==> config.mk <==
export PLATFORM = sky130hd
export DESIGN_NAME = wb_arbiter
export DESIGN_NICKNAME = d
export VERILOG_FILES = /design/src/rtl/wb_pkg.sv /design/src/rtl/wb_timeout.sv /design/src/rtl/wb_arbiter.sv
export SDC_FILE = /design/constraint.sdc
export NUM_CORES = 1
export LEC_CHECK = 0
export CORE_AREA = 2 2 123 125
export CTS_BUF_LIST = sky130_fd_sc_hd__clkbuf_8
export DETAILED_ROUTE_END_ITERATION = 10
export DIE_AREA = 0 0 125 127
export SLEW_MARGIN = 20
export SYNTH_ARGS = -nofsm -noshare
export SYNTH_HDL_FRONTEND = slang
export SYNTH_SLANG_ARGS = --single-unit
export TNS_END_PERCENT = 1
==> constraint.sdc <==
create_clock -name i_clk -period 3.7 [get_ports i_clk]
set_input_delay 0.74 -clock i_clk [delete_from_list [all_inputs] [get_ports i_clk]]
set_output_delay 0.74 -clock i_clk [all_outputs]
set_load 0.05 [all_outputs]
==> src/rtl/wb_pkg.sv <==
// Shared types and constants for the two-master Wishbone arbiter.
package wb_pkg;

  typedef enum logic [1:0] {
    IDLE = 2'd0,
    BUSY = 2'd1,
    TMO  = 2'd2
  } wb_state_e;

  localparam int          TMO_CNT_W   = 16;
  localparam logic [31:0] WB_ERR_DATA = 32'hDEAD_BEEF;

endpackage

==> src/rtl/wb_timeout.sv <==
// Slave-response watchdog: counts unacknowledged strobe cycles and flags when
// the count has reached the programmed threshold.
module wb_timeout
  import wb_pkg::*;
(
  input  logic                 i_clk,
  input  logic                 i_reset_n,
  input  logic                 i_clear,
  input  logic                 i_enable,
  input  logic [TMO_CNT_W-1:0] i_threshold,
  output logic                 o_expired
);

  logic [TMO_CNT_W-1:0] count_q;
  logic [TMO_CNT_W-1:0] count_d;

  // Clear dominates so an ack in the threshold cycle never counts as a stall.
  always_comb begin
    count_d = count_q;
    if (i_clear) begin
      count_d = '0;
    end else if (i_enable) begin
      count_d = count_q + 1'b1;
    end
  end

  always_ff @(posedge i_clk or negedge i_reset_n) begin
    if (!i_reset_n) begin
      count_q <= '0;
    end else begin
      count_q <= count_d;
    end
  end

  assign o_expired = (count_q == i_threshold);

endmodule

==> src/rtl/wb_arbiter.sv <==
// Two-master Wishbone classic arbiter with cycle locking, round-robin or
// fixed-priority grant, and a slave-response timeout that fakes an ack.
module wb_arbiter
  import wb_pkg::*;
#(
  parameter int TIMEOUT_CYCLES = 255,
  parameter int ROUND_ROBIN    = 1
) (
  input  logic        i_clk,
  input  logic        i_reset_n,
  input  logic [31:0] i_m0_adr,
  input  logic [31:0] i_m0_dat,
  input  logic [3:0]  i_m0_sel,
  input  logic        i_m0_we,
  input  logic        i_m0_stb,
  input  logic        i_m0_cyc,
  input  logic [31:0] i_m1_adr,
  input  logic [31:0] i_m1_dat,
  input  logic [3:0]  i_m1_sel,
  input  logic        i_m1_we,
  input  logic        i_m1_stb,
  input  logic        i_m1_cyc,
  output logic        o_m0_ack,
  output logic [31:0] o_m0_dat,
  output logic        o_m1_ack,
  output logic [31:0] o_m1_dat,
  output logic [31:0] o_wb_adr,
  output logic [31:0] o_wb_dat,
  output logic [3:0]  o_wb_sel,
  output logic        o_wb_we,
  output logic        o_wb_stb,
  output logic        o_wb_cyc,
  input  logic        i_wb_ack,
  input  logic [31:0] i_wb_dat,
  output logic        o_owner,
  output logic        o_busy,
  output logic        o_err
);

  localparam logic [TMO_CNT_W-1:0] TMO_LIMIT = TMO_CNT_W'(TIMEOUT_CYCLES - 1);

  wb_state_e state_q, state_d;
  logic      owner_q, owner_d;
  logic      last_owner_q, last_owner_d;
  logic      grant;
  logic      own_cyc, own_stb;
  logic      tmo_clear, tmo_enable, tmo_expired;

  assign own_cyc = owner_q ? i_m1_cyc : i_m0_cyc;
  assign own_stb = owner_q ? i_m1_stb : i_m0_stb;

  // On contention round-robin favours whoever did not win last time.
  always_comb begin
    grant = i_m1_cyc;
    if (i_m0_cyc && i_m1_cyc) begin
      grant = (ROUND_ROBIN != 0) ? ~last_owner_q : 1'b0;
    end
  end

  assign tmo_clear  = (state_q != BUSY) || i_wb_ack || !own_stb;
  assign tmo_enable = (state_q == BUSY) && own_stb && !i_wb_ack;

  wb_timeout u_timeout (
    .i_clk       (i_clk),
    .i_reset_n   (i_reset_n),
    .i_clear     (tmo_clear),
    .i_enable    (tmo_enable),
    .i_threshold (TMO_LIMIT),
    .o_expired   (tmo_expired)
  );

  always_ff @(posedge i_clk or negedge i_reset_n) begin
    if (!i_reset_n) begin
      state_q      <= IDLE;
      owner_q      <= 1'b0;
      last_owner_q <= 1'b1;
    end else begin
      state_q      <= state_d;
      owner_q      <= owner_d;
      last_owner_q <= last_owner_d;
    end
  end

  always_comb begin
    state_d      = state_q;
    owner_d      = owner_q;
    last_owner_d = last_owner_q;
    case (state_q)
      IDLE: begin
        if (i_m0_cyc || i_m1_cyc) begin
          state_d      = BUSY;
          owner_d      = grant;
          last_owner_d = grant;
        end
      end
      BUSY: begin
        // A same-cycle ack beats the threshold.
        if (!own_cyc) begin
          state_d = IDLE;
        end else if (tmo_expired && own_stb && !i_wb_ack) begin
          state_d = TMO;
        end
      end
      TMO:     state_d = own_cyc ? BUSY : IDLE;
      default: state_d = IDLE;
    endcase
  end

  always_comb begin
    o_wb_adr = '0;
    o_wb_dat = '0;
    o_wb_sel = '0;
    o_wb_we  = 1'b0;
    o_wb_stb = 1'b0;
    o_wb_cyc = 1'b0;
    o_m0_ack = 1'b0;
    o_m0_dat = '0;
    o_m1_ack = 1'b0;
    o_m1_dat = '0;
    o_err    = 1'b0;
    case (state_q)
      BUSY: begin
        if (owner_q) begin
          o_wb_adr = i_m1_adr;
          o_wb_dat = i_m1_dat;
          o_wb_sel = i_m1_sel;
          o_wb_we  = i_m1_we;
          o_wb_stb = i_m1_stb;
          o_wb_cyc = i_m1_cyc;
          o_m1_ack = i_wb_ack;
          o_m1_dat = i_wb_dat;
        end else begin
          o_wb_adr = i_m0_adr;
          o_wb_dat = i_m0_dat;
          o_wb_sel = i_m0_sel;
          o_wb_we  = i_m0_we;
          o_wb_stb = i_m0_stb;
          o_wb_cyc = i_m0_cyc;
          o_m0_ack = i_wb_ack;
          o_m0_dat = i_wb_dat;
        end
      end
      TMO: begin
        o_err = 1'b1;
        if (owner_q) begin
          o_m1_ack = 1'b1;
          o_m1_dat = WB_ERR_DATA;
        end else begin
          o_m0_ack = 1'b1;
          o_m0_dat = WB_ERR_DATA;
        end
      end
      default: ;
    endcase
  end

  assign o_owner = owner_q;
  assign o_busy  = (state_q != IDLE);

endmodule

==> flow_metrics.py <==
metrics = {
    "layout": {
        "nets": 892,
        "multiInputGateArea_um2": 2420,
        "final_layout_size_suffix_gt1_frac": 0.136,
        "fillCellCount": 1359,
        "register_area_um2": 505,
        "syn_to_final_growth_pct": 123,
        "diodes": 0,
    },
    "drt": {
        "drtAntennaViolNets": 0,
        "wl_per_cell_um": 18.1,
        "drt-initial-drc-count": 161,
        "num_vias": 3946,
        "drc": 0,
        "drt-total-wl_um": 16200,
        "dr.pass1.iters": 6,
        "vias_per_cell": 4.42,
    },
    "worst_setup_path": {
        "criticalPathCategory": "reg2out",
        "endpoint_kind": "primary output",
        "cp_top_family": "buffers and inverters",
        "cp-start-kind": "register",
        "reg2regPathDepth": 4,
        "crit_path_max_incr_delay_ps": 880,
        "reg2reg_slack_ps": 1370,
        "cp.arrival_ps": 2630,
        "path_buf_inv": 2,
        "cp.required_ps": 2960,
        "cp_cell_sequence": "buf_4 -> mux2i_1 -> nor2b_1 -> clkdlybuf4s50_1",
        "rr_startpoint": "o_owner",
        "rr_endpoint": "u_timeout.count_q[14]",
        "cp_max_fo": 41,
        "crit_slowest_cell": "dfrtp_4",
    },
    "hold_path": {
        "min_from": "u_timeout.count_q[0]",
        "hp-class": "reg2reg",
        "holdPathStages": 1,
        "min_to": "u_timeout.count_q[0]",
    },
    "logic_synthesis": {
        "synth_mux_area_frac": 0.247,
        "synth-compound-area-share": 0.142,
        "synth_edf_count": 0,
        "syn_inst": 417,
        "syn_area_um2": 3110,
        "synth_commonest_cells": "71 x nor2b_1, 70 x mux2i_1, 69 x nand2_1, 50 x a21boi_0, 31 x nor2_1",
        "yosysMostFrequentCell": "nor2b_1",
        "synth_top_area_cell": "mux2i_1",
        "synth_top_area_share": 0.226,
        "ys_top_cells_by_area": "mux2i_1 23%, dfrtp_1 15%, nor2b_1 14%",
        "synthSimpleGateAreaFrac": 0.336,
        "yosys_warnings": 0,
        "syn_nets": 600,
        "syn_area_per_cell_um2": 7.45,
        "ys_async_sr_fraction": 1.00,
        "ys_types": 38,
        "ys_seq_elements": 20,
        "ys.flop_type": "dfrtp_1",
        "ys_seq_area_frac": 0.162,
        "synth_top_family_by_area": "simple AND/OR/NAND/NOR gates",
        "yosys.area_share.adder": 0.0242,
        "synth-xor-area-share": 0.0282,
    },
    "sta": {
        "period_needed_ps": 3370,
        "rsz0062_at_grt": "false",
        "tns_ps": 0,
        "setup_violations": 0,
        "worst_pin_slew_ps": 888,
        "fin_skew_ps": 3.03,
        "final-max-slew-violation-count": 0,
        "relSlewSlack": 0.406,
        "fmax_ghz": 0.296,
        "finalHoldViolCount": 0,
        "period_share": 0.912,
    },
    "clocking": {
        "post-cts-setup-buffers": 0,
        "holdBufCountCts": 0,
        "htreeDepth": 1,
        "clockBufferDepth": 2,
        "path_clk_slew_ps": 80,
        "cts_tree": "built",
        "clock_sinks": 20,
        "clk_latency_ps": 270,
        "post_cts_resized": 0,
        "cts-root-buf": "clkbuf_8",
        "numCtsBuffers": 3,
    },
    "die": {
        "start_util": 0.215,
        "die_h_um": 127,
        "rows": 44,
        "fp.dieW_um": 125,
        "ioPinCount": 317,
        "die_area_um2": 15900,
        "core_area_um2": 14400,
    },
    "global_route": {
        "grt_start_max_net_pins": 59,
        "grt_pass1_wl_um": 23600,
        "grt-ovfl-total": 0,
        "grt_usage": 0.187,
        "antenna_found_initial": 0,
        "grt_pass1_vias": 3871,
    },
    "pwr": {
        "p_per_area_nw_per_um2": 811,
        "leakagePower_uw": 0.00277,
        "p_total_uw": 5600,
        "ir_worst_vdd_mv": 0.350,
    },
    "outcome": {
        "outcome": "finished, final reports clean",
    },
    "placement": {
        "port_buffers": 316,
        "hpwl_um": 13100,
        "routabilityCongestion": 0.871,
    },
    "run": {
        "drv_cap": 0,
    },
}
## worst max-delay path by stage
stage / slack [ps] / cells past startpoint / to / startpoint
final: 330 / 4 / o_wb_adr[4] / o_owner
after detailed placement: 570 / 4 / o_wb_stb / i_m0_stb
after global placement: 560 / 4 / o_wb_stb / i_m0_stb
after floorplan: 330 / 6 / o_m1_dat[10] / o_owner
after CTS: 340 / 4 / o_wb_adr[4] / o_owner
after global routing: 200 / 4 / o_wb_adr[4] / o_owner
## worst register-to-register path, stage by stage, from the launching register on
cell,delay [ps]
dfrtp_4,880
mux2i_4,480
or3b_1,490
nor2_1,80
mux2_1,290
## cells in the final DEF (no fill, tap or decap), drive strengths merged
cell type / n
a21boi: 50
a21oi: 4
a31oi: 1
a32o: 1
and2: 5
and4: 1
buf: 83
clkbuf: 4
clkdlybuf4s50: 242
dfrtp: 19
dfstp: 1
ha: 6
inv: 5
mux2: 4
mux2i: 71
nand2: 69
nand2b: 4
nand3: 6
nand4: 5
nor2: 31
nor2b: 71
nor3b: 1
nor4: 2
nor4b: 1
o211ai: 2
o21ai: 2
or2: 1
or3: 3
or3b: 1
or4: 2
xnor2: 2
xor2: 8
## kinds of logic after synthesis
logic type | after synthesis
adders and majority gates | 6
DFF | 20
muxes | 75
and+or+nand+nor | 203
buffers and inverters | 43
AOI/OAI and AO/OA | 60
xor gates and xnor gates | 10
## state kept, by name, summed over array words and instances, names as in the netlist
name	count
last_owner_q	1
o_owner	1
state_q	2
u_timeout.count_q	16
## per-stage QoR
stage	cell area, um^2	util	cells	hold WS, ps	setup slack, ps
finish	6910	0.479	892	484	325
global route	6910	0.479	892	509	197
CTS	6910	0.479	892	483	337
detailed placement	6860	0.475	888	472	571
global placement	6860	0.475	888	460	557
floorplan	3110	-	417	444	333
## layout make-up
cell class,count,area share
clock buffer,4,0.00797
inverter,5,0.00272
multi-input combinational,354,0.350
sequential,20,0.0731
tap,184,0.0333
timing repair buffer,325,0.533
## per-layer routing
metal / GRT usage / wire length, um / up-vias
met5: 0 / 0 / -
met4: 0.0248 / 145 / 0
met3: 0.0385 / 1020 / 11
met2: 0.345 / 8340 / 140
met1: 0.231 / 6690 / 1822
li1: - / - / 1973
## report_power, final
group / internal, uW / switching, uW / total, uW
logic: 2000 / 3060 / 5060
clock network: 95.0 / 77.4 / 172
registers: 248 / 124 / 372
(Power assumes the default switching activity.)
